==> src/rtl/x_respawn_if.sv <==
// Load-x bus between the respawn scheduler (master) and the game FSM /
// coordinate register bank (slave). The scheduler drives the load strobe,
// the column index and its status outputs. The game side drives the
// respawn requests and the grant enable.
interface x_respawn_if #(
  parameter int N_OBJ  = 10,
  parameter int RAND_W = 4
);
  logic              enable;
  logic [N_OBJ-1:0]  respawn_req;
  logic [N_OBJ-1:0]  load_x;
  logic [RAND_W-1:0] rand_int;
  logic [N_OBJ-1:0]  pending;
  logic              busy;

  modport master (
    input  enable, respawn_req,
    output load_x, rand_int, pending, busy
  );

  modport slave (
    output enable, respawn_req,
    input  load_x, rand_int, pending, busy
  );
endinterface

==> src/rtl/x_respawn_scheduler.sv <==
// Respawn scheduler: latches per-lane respawn requests and picks one lane
// at a time in round-robin order. For each chosen lane it draws a column
// index from an 8-bit LFSR and pulses a one-hot load_x strobe with a stable
// rand_int. A candidate above MAX_RAND is rejected, and so is a candidate
// equal to the previous grant's index. Each rejection retries one cycle
// later with the next LFSR value.
module x_respawn_scheduler #(
  parameter int         N_OBJ       = 10,
  parameter int         RAND_W      = 4,
  parameter int         MAX_RAND    = 14,
  parameter int         HOLD_CYCLES = 1,
  parameter logic [7:0] SEED        = 8'hA5
) (
  input  logic        clk,
  input  logic        reset,
  x_respawn_if.master bus
);

  localparam int PTR_W = (N_OBJ > 1) ? $clog2(N_OBJ) : 1;

  typedef enum logic [1:0] {
    IDLE  = 2'd0,
    ARB   = 2'd1,
    ISSUE = 2'd2
  } state_t;

  state_t            state_r;
  logic [7:0]        lfsr_r;
  logic [PTR_W-1:0]  ptr_r;
  logic [PTR_W-1:0]  sel_r;
  logic [RAND_W-1:0] last_rand_r;
  logic [1:0]        hold_cnt_r;

  logic [PTR_W-1:0]  scan_s;
  logic [PTR_W-1:0]  idx_s;
  logic              found_s;
  logic [RAND_W-1:0] cand_s;
  logic              cand_ok_s;
  logic              last_hold_s;
  logic [N_OBJ-1:0]  clr_s;

  // Feedback bit for x^8 + x^6 + x^5 + x^4 + 1 (maximal length, 255 states).
  function automatic logic lfsr_fb(input logic [7:0] v);
    return v[7] ^ v[5] ^ v[4] ^ v[3];
  endfunction

  // One-hot lane mask for a lane index.
  function automatic logic [N_OBJ-1:0] lane_mask(input logic [PTR_W-1:0] i);
    logic [N_OBJ-1:0] m;
    m = {N_OBJ{1'b0}};
    for (int k = 0; k < N_OBJ; k++) begin
      m[k] = (PTR_W'(k) == i);
    end
    return m;
  endfunction

  // Round-robin search: first pending lane at or above the pointer, wrapping.
  always_comb begin
    idx_s   = {PTR_W{1'b0}};
    found_s = 1'b0;
    scan_s  = {PTR_W{1'b0}};
    for (int i = 0; i < N_OBJ; i++) begin
      scan_s = PTR_W'((int'(ptr_r) + i) % N_OBJ);
      if (!found_s && bus.pending[scan_s]) begin
        idx_s   = scan_s;
        found_s = 1'b1;
      end else begin
        idx_s   = idx_s;
      end
    end
  end

  // Candidate screening and the pending-clear mask for the final ISSUE cycle.
  always_comb begin
    cand_s      = lfsr_r[RAND_W-1:0];
    cand_ok_s   = found_s && (cand_s <= RAND_W'(MAX_RAND)) && (cand_s != last_rand_r);
    last_hold_s = (hold_cnt_r == 2'(HOLD_CYCLES - 1));
    if ((state_r == ISSUE) && last_hold_s) begin
      clr_s = lane_mask(sel_r);
    end else begin
      clr_s = {N_OBJ{1'b0}};
    end
  end

  // LFSR, pending bookkeeping and the IDLE/ARB/ISSUE grant FSM with registered outputs.
  always_ff @(posedge clk) begin
    if (reset) begin
      state_r      <= IDLE;
      lfsr_r       <= SEED;
      ptr_r        <= {PTR_W{1'b0}};
      sel_r        <= {PTR_W{1'b0}};
      last_rand_r  <= {RAND_W{1'b1}};
      hold_cnt_r   <= 2'd0;
      bus.load_x   <= {N_OBJ{1'b0}};
      bus.rand_int <= {RAND_W{1'b0}};
      bus.pending  <= {N_OBJ{1'b0}};
      bus.busy     <= 1'b0;
    end else begin
      lfsr_r      <= {lfsr_r[6:0], lfsr_fb(lfsr_r)};
      // A new request for a lane outranks that lane's clear in the same cycle.
      bus.pending <= (bus.pending & ~clr_s) | bus.respawn_req;
      case (state_r)
        IDLE: begin
          if (bus.enable && (|bus.pending)) begin
            state_r  <= ARB;
            bus.busy <= 1'b1;
          end else begin
            bus.busy <= 1'b0;
          end
        end
        ARB: begin
          // enable is not sampled here: once arbitration starts it finishes.
          if (cand_ok_s) begin
            bus.rand_int <= cand_s;
            sel_r        <= idx_s;
            hold_cnt_r   <= 2'd0;
            bus.load_x   <= lane_mask(idx_s);
            state_r      <= ISSUE;
          end else begin
            state_r      <= ARB;
          end
        end
        ISSUE: begin
          if (last_hold_s) begin
            bus.load_x  <= {N_OBJ{1'b0}};
            last_rand_r <= bus.rand_int;
            ptr_r       <= (sel_r == PTR_W'(N_OBJ - 1)) ? {PTR_W{1'b0}} : sel_r + 1'b1;
            state_r     <= IDLE;
            bus.busy    <= 1'b0;
          end else begin
            hold_cnt_r  <= hold_cnt_r + 2'd1;
          end
        end
        default: begin
          state_r    <= IDLE;
          bus.load_x <= {N_OBJ{1'b0}};
          bus.busy   <= 1'b0;
        end
      endcase
    end
  end

endmodule

==> src/flat_wrapper.sv <==
// flat-port wrapper written by rule: the top's interface ports become plain ports
module x_respawn_scheduler_flat 
#(
  parameter int         N_OBJ       = 10,
  parameter int         RAND_W      = 4,
  parameter int         MAX_RAND    = 14,
  parameter int         HOLD_CYCLES = 1,
  parameter logic [7:0] SEED        = 8'hA5
)
  (clk, reset, bus_enable, bus_respawn_req, bus_load_x, bus_rand_int, bus_pending, bus_busy);
  x_respawn_if #(.N_OBJ(N_OBJ), .RAND_W(RAND_W)) bus_i ();
  input  logic clk;
  input  logic reset;
  input wire logic [$bits(bus_i.enable)-1:0] bus_enable;
  input wire logic [$bits(bus_i.respawn_req)-1:0] bus_respawn_req;
  output wire logic [$bits(bus_i.load_x)-1:0] bus_load_x;
  output wire logic [$bits(bus_i.rand_int)-1:0] bus_rand_int;
  output wire logic [$bits(bus_i.pending)-1:0] bus_pending;
  output wire logic [$bits(bus_i.busy)-1:0] bus_busy;
  assign bus_i.enable = bus_enable;
  assign bus_i.respawn_req = bus_respawn_req;
  assign bus_load_x = bus_i.load_x;
  assign bus_rand_int = bus_i.rand_int;
  assign bus_pending = bus_i.pending;
  assign bus_busy = bus_i.busy;
  x_respawn_scheduler #(.N_OBJ(N_OBJ), .RAND_W(RAND_W), .MAX_RAND(MAX_RAND), .HOLD_CYCLES(HOLD_CYCLES), .SEED(SEED)) u_core (.clk(clk), .reset(reset), .bus(bus_i));
endmodule
==> config.mk <==
export PLATFORM = sky130hd
export DESIGN_NAME = x_respawn_scheduler_flat
export DESIGN_NICKNAME = d
export VERILOG_FILES = /design/src/rtl/x_respawn_if.sv /design/src/rtl/x_respawn_scheduler.sv /design/src/flat_wrapper.sv
export SDC_FILE = /design/constraint.sdc
export NUM_CORES = 1
export LEC_CHECK = 0
export ABC_AREA = 1
export BUFFER_PORTS_ARGS = -buffer_cell sky130_fd_sc_hd__buf_2
export CORE_MARGIN = 8
export CORE_UTILIZATION = 45
export DETAILED_ROUTE_END_ITERATION = 8
export GPL_TIMING_DRIVEN = 0
export PLACE_DENSITY = 0.69
export SKIP_LAST_GASP = 1
export SLEW_MARGIN = 15
export SYNTH_ARGS = -nofsm -noshare
export SYNTH_HDL_FRONTEND = slang
export SYNTH_SLANG_ARGS = --single-unit
export TNS_END_PERCENT = 100
==> constraint.sdc <==
create_clock -name clk -period 5.9 [get_ports clk]
set_clock_uncertainty 0.2 [all_clocks]
set_input_delay 1.18 -clock clk [delete_from_list [all_inputs] [get_ports clk]]
set_output_delay 1.18 -clock clk [all_outputs]
set_load 0.005 [all_outputs]
==> results of run 1 <==
## routing by layer
layer,part of all wire [%],wire length [um],GRT usage [%],up-vias
met1,48,6460,25.6,2374
li1,-,-,-,2748
met5,0,0,0,-
met3,4.9,653,2.12,10
met4,0.87,116,3.43,0
met2,46,6110,29.5,142
## cells by family (layout without fill, tap and decap cells)
group | after synthesis | after routing | share of synthesized area, %
AOI/OAI and AO/OA | 110 | 110 | 13.1
adders and majority gates | 39 | 39 | 9.58
buffers and inverters | 142 | 186 | 11.1
and+or+nand+nor | 449 | 449 | 40.6
muxes | 4 | 4 | 0.786
DFF | 49 | 49 | 19.3
xor gates and xnor gates | 29 | 29 | 5.65
## registers in the layout, indices dropped and copies added, names as in the netlist
register / count
u_core.bus.load_x: 10
u_core.bus.pending: 10
u_core.lfsr_r: 8
u_core.bus.rand_int: 4
u_core.last_rand_r: 4
u_core.ptr_r: 4
u_core.sel_r: 4
u_core.hold_cnt_r: 2
u_core.state_r: 2
u_core.bus.busy: 1
## stage by stage
| stage | hold slack, ps | total power, uW | utilization [%] |
|---|---|---|---|
| floorplan | 189 | 1990 | - |
| global placement | 194 | 2410 | 48.6 |
| detailed placement | 195 | 2430 | 48.6 |
| CTS | 212 | 2760 | 50.1 |
| global route | 222 | 3050 | 50.1 |
| finish | 210 | 2770 | 50.1 |
## area by class of cell
type	count	area, sq um
sequential	49	981
timing repair buffer	36	180
buffer	15	81.3
fill	1194	5600
tap	143	179
multi-input combinational	631	3550
inverter	127	482
clock inverter	3	43.8
clock buffer	5	125
## where the power goes
part	leakage, uW	internal (uW)	switching (uW)
Sequential	0.000404	385	62.1
Combinational	0.00243	623	1380
Clock	0.0000842	201	123
## critical path: cells and delay by family, from the launching register on
kind	cells	cell delay [ps]
compound gates	4	850
xor+xnor	1	320
fa+ha+maj	2	590
buf+inv	5	730
flops	1	600
simple gates	12	1520
## final timing paths
check / start / slack (ps) / cells past startpoint / to
worst max-delay path: u_core.ptr_r[1]$_SDFFE_PP0P_ / 1010 / 24 / u_core.state_r[0]$_SDFFE_PP0P_
worst min-delay path: u_core.lfsr_r[6]$_SDFF_PP0_ / 210 / 1 / u_core.lfsr_r[7]$_SDFF_PP1_
worst max register to register: u_core.ptr_r[1]$_SDFFE_PP0P_ / 1010 / 24 / u_core.state_r[0]$_SDFFE_PP0P_
worst min register to register: u_core.lfsr_r[6]$_SDFF_PP0_ / 210 / 1 / u_core.lfsr_r[7]$_SDFF_PP1_
## cell usage in the layout (no fill, tap or decap), types with 8 or more instances in the layout
cell type,Yosys,routed
a21oi_1,31,31
buf_2,2,38
dfxtp_1,49,49
ha_1,39,39
inv_1,111,111
inv_2,15,15
nand2_1,210,210
nand2_2,18,18
nand3_1,94,94
nand4_1,19,19
nor2_1,64,64
nor2_2,12,12
o21ai_0,37,37
o21ai_1,8,8
xnor2_1,9,9
xor2_1,17,17
==> flow_summary.toml, run 1 <==
[logic_synthesis]
synthDistinctLibCells = 49
synth_area_leaders = "dfxtp_1, nand2_1, ha_1"
yosysMostFrequentCell = "nand2_1"
syn_nets = 874
syn_area_sq_um = 5090
synth_top_flop_cell = "dfxtp_1"
syn_area_per_cell_sq_um = 6.20
ys_seq_elements = 49
yosys.area.top_type = "dfxtp_1"
async_reset_ff_share_pct = 0
yosysWarnings = 0
synth_edf_count = 0
ys_seq_area_share_pct = 19.3
synth_common_cells = "nand2_1, inv_1, nand3_1, nor2_1, dfxtp_1"
synth_top_area_share_pct = 19.3
syn_inst = 822

[setup_path]
cp-start-kind = "flop"
worst_setup_path_end_kind = "flop"
cp_slowest_cell = "dfxtp_1"
critical_path_class = "flop to flop"
critPathMaxStageDelay_ps = 600
cp_max_fo = 13
path_cells = "buf_4, inv_2, ha_1, buf_4, inv_2, nand2_2, ha_1, inv_1, nand3_1, o21ai_1, nand2_1, nand2_1, xor2_1, nor2_1, a21oi_2, nand4_1, nor2_2, nand4_4, nor2_8, nand3_2, nand2_2, nand2_4, a21oi_4, a21boi_2"
critPathRequiredTime_ps = 5920
arrival_ps = 4910

[cells_and_area]
drive_gt1_share_pct = 15.0
fin_cells = 1009
antenna_cells = 0
areaGrowthSynthToFinish_pct = 10.4
design_area_sq_um = 5620
fin_nets = 917

[cts]
cts_root_buffer = "clkbuf_16"
cts_num_sinks = 49
htree_levels = 2
postCtsResizedCells = 0
cts_setup_buffers = 0
numCtsBuffers = 5
clk_pin_slew_worst_paths_ps = 70
ctsLongestPathBuffers = 2
cts_tree = "built"
insertion_delay_ps = 290
cts_hold_buffers = 0

[place]
portBuffers = 36
dp_slack_ps = 1060
dpl.hpwl_um = 10800
place_area_sq_um = 5450
gp_congestion = 0.929
place_inst = 1001

[power_and_ir_drop]
p_per_area_nw_per_um2 = 494
leakagePower_uw = 0.00292
vdd_ir_drop_max_v = 0.000248

[global_route]
grt_first_pass_wirelength_um = 22500
grt_usage_pct = 18.2
grt_max_degree = 17
antenna_found_initial = 0
overflow = 0
grt_pass1_vias = 4747

[sta]
period_share_pct = 82.9
final.setup.worst_slack_ps = 1010
slew_viol_final = 0
hold_violations = 0
timing.fmax_mhz = 204
period_needed_ps = 4890
finalSetupTns_ps = 0
worst_pin_slew_ps = 908
relSlewSlack_pct = 38.8
setup_viol = 0
rsz0062_at_grt = "no"

[outcome]
status = "completed"

[die]
die_h_um = 122
io-pin-count = 38
initial_utilization_pct = 45.4
dieArea_sq_um = 15000
design.core.area_sq_um = 11200
die_x_um = 122
rows = 39

[route]
drt_iter0_markers = 402
num_vias = 5274
wl_per_cell_um = 13.2
wl_um = 13300
vias_per_cell = 5.23
dr.pass1.iters = 5
drc = 0
drtAntennaViolNets = 0

[job]
cap_violations = 0

[min_path]
hp-class = "flop to flop"
Power figures use the tool's default switching activity.
==> run 2, diff against run 1 <==
- ABC_AREA: 1 -> 0
- PLACE_DENSITY: 0.69 -> 0.7
- clock period: 5.9 -> 4.3 ns (I/O delays scaled with it)
==> run 2 against run 1 <==
- the flow now finishes with violations (negative setup slack)
- utilization increased by 13 points
- flip-flop and latch count stayed put
- via count rose by 37%
- first-iteration DRC count grew 100%
- critical path type unchanged
- critical endpoint is now u_core.bus.load_x[7]$_SDFFE_PP0P_
- highest routed layer unchanged
==> flow_summary.toml, run 2 <==
[setup_path]
critical_path_class = "flop to flop"
cp_max_fo = 7
cp-start-kind = "flop"
worst_setup_path_end_kind = "flop"
r2r_slack_ps = -120
critPathRequiredTime_ps = 4290
arrival_ps = 4410

[die]
design.core.area_sq_um = 13800
dieArea_sq_um = 18000
initial_utilization_pct = 45.7
rows = 43
die_x_um = 134
io-pin-count = 38
die_h_um = 134

[cells_and_area]
antenna_cells = 0
fin_util_pct = 62.8
fin_nets = 995
drive_gt1_share_pct = 37.9
fin_cells = 1124
final_cell_mix = "buf_4, nand2_1, nor2_1, dfxtp_1, a21oi_1"
final_common_cell = "buf_4"
reg.largest.list = "u_core.bus.load_x: 10 flops, u_core.bus.pending: 10 flops, u_core.lfsr_r: 8 flops"
areaGrowthSynthToFinish_pct = 37.5

[place]
dpl.hpwl_um = 14700
portBuffers = 37
gp_congestion = 0.941
dp_slack_ps = -966
place_inst = 1028

[route]
drt_iter0_markers = 820
vias_per_cell = 6.41
wl_um = 23000
drc = 0
wl_per_cell_um = 20.4
dr.pass1.iters = 5
num_vias = 7201
drtAntennaViolNets = 0

[logic_synthesis]
synth_edf_count = 0
yosysMostFrequentCell = "nand2_1"
synth_top_flop_cell = "dfxtp_1"
syn_nets = 863
syn_area_sq_um = 6290
synth_area_leaders = "dfxtp_1, ha_1, nand2_1"
yosys.area.top_type = "dfxtp_1"
synth_top_area_share_pct = 15.6
ys_seq_area_share_pct = 15.6
synthDistinctLibCells = 108
synth_common_cells = "nand2_1, nor2_1, dfxtp_1, a21oi_1, ha_1"
async_reset_ff_share_pct = 0
syn_inst = 811
syn_area_per_cell_sq_um = 7.76
ys_seq_elements = 49
yosysWarnings = 0

[min_path]
hp-class = "flop to flop"

[power_and_ir_drop]
p_comb_share_pct = 76.4
vdd_ir_drop_max_v = 0.000345
internal-power_uw = 2260
p_sw_share_pct = 48.4
p_per_area_nw_per_um2 = 507
p_switching_uw = 2120
seq_power_share_pct = 13.1
clock_power_share_pct = 10.6
leakagePower_uw = 0.00328

[sta]
period_needed_ps = 4420
holdWs_ps = 216
setup_viol = 15
final.setup.worst_slack_ps = -120
hold_violations = 0
period_share_pct = 103
worst_pin_slew_ps = 1040
relSlewSlack_pct = 28.5
rsz0062_at_grt = "yes"
timing.fmax_mhz = 226
finalSetupTns_ps = -827
slew_viol_final = 0

[global_route]
grt_pass1_vias = 6565
grt_first_pass_wirelength_um = 34400
grt_usage_pct = 23.0
antenna_found_initial = 0
overflow = 0
grt_max_degree = 20

[cts]
cts_root_buffer = "clkbuf_16"
numCtsBuffers = 5
cts_tree = "built"
ctsLongestPathBuffers = 2
clk_pin_slew_worst_paths_ps = 70
htree_levels = 2
cts_num_sinks = 49
insertion_delay_ps = 290

[outcome]
status = "finished with violations"
violations = "negative setup slack"

[job]
cap_violations = 0
[run 2: final cells by class]
| cell class | instances | area, sq um |
|---|---|---|
| Multi-Input combinational cell | 689 | 5830 |
| Fill cell | 1133 | 5120 |
| Sequential cell | 49 | 996 |
| Timing Repair Buffer | 127 | 916 |
| Buffer | 41 | 375 |
| Tap cell | 180 | 225 |
| Inverter | 30 | 133 |
| Clock buffer | 5 | 125 |
| Clock inverter | 3 | 50.0 |
[run 2: stage by stage]
stage | cell area, sq um | total power, uW
2_1_floorplan | 6450 | 2380
4_1_cts | 8060 | 3950
3_5_place_dp | 6860 | 2890
5_1_grt | 8650 | 4610
6_report | 8650 | 4390
3_3_place_gp | 6860 | 2870
[run 2: cells by family (layout without fill, tap and decap cells)]
group / after synthesis / in the layout / synth area share [%]
AO/OA/AOI/OAI: 247 / 247 / 30.8
buffers and inverters: 74 / 206 / 5.90
multiplexers: 46 / 46 / 8.25
flip-flops: 49 / 49 / 15.6
AND/OR/NAND/NOR: 326 / 327 / 27.3
adder cells (fa/ha/maj): 43 / 43 / 8.41
XOR/XNOR: 26 / 26 / 3.74
[run 2: worst paths after layout]
check	startpoint	to	cells past startpoint
worst min-delay path	u_core.lfsr_r[6]$_SDFF_PP0_	u_core.lfsr_r[7]$_SDFF_PP1_	1
worst min register to register	u_core.lfsr_r[6]$_SDFF_PP0_	u_core.lfsr_r[7]$_SDFF_PP1_	1
worst max register to register	u_core.ptr_r[1]$_SDFFE_PP0P_	u_core.bus.load_x[7]$_SDFFE_PP0P_	21
worst max-delay path	u_core.ptr_r[1]$_SDFFE_PP0P_	u_core.bus.load_x[7]$_SDFFE_PP0P_	21
[run 2: critical path, stage by stage, from the launching register on]
cell and delay, ps:
dfxtp_4 400, ha_4 200, buf_6 130, nand3b_1 170
and2_4 170, buf_6 120, buf_6 120, nand2_4 50
ha_4 250, nand2b_4 130, o21a_1 190, nor3_2 70
o32ai_2 300, o221ai_2 170, a21oi_4 280, buf_4 170
mux2i_1 250, a2bb2oi_2 180, a31oi_2 140, a211oi_4 320
nor3_2 110, a22o_1 210
[run 2: per-layer routing]
metal  share of wire (%)  GRT usage [%]
met4                 4.6           10.4
met3                 7.0           2.47
met2                  47           38.3
met5                   0              0
met1                  41           29.4
[run 2: what timing repair did]
item                                    in CTS  in global routing
pin swaps                                   56                 46
buffers inserted                            55                 35
hold buffers                                 0                  0
gates cloned                                 2                  1
gates resized for setup                    126                 71
endpoints found under the setup margin      22                 22
[run 2: power groups by stage]
stage	Clock, uW	Sequential (uW)	Combinational [uW]
after detailed placement	0	588	2300
after floorplan	0	568	1810
after CTS	465	569	2910
after global placement	0	587	2290
final	464	572	3350
after global routing	488	578	3550
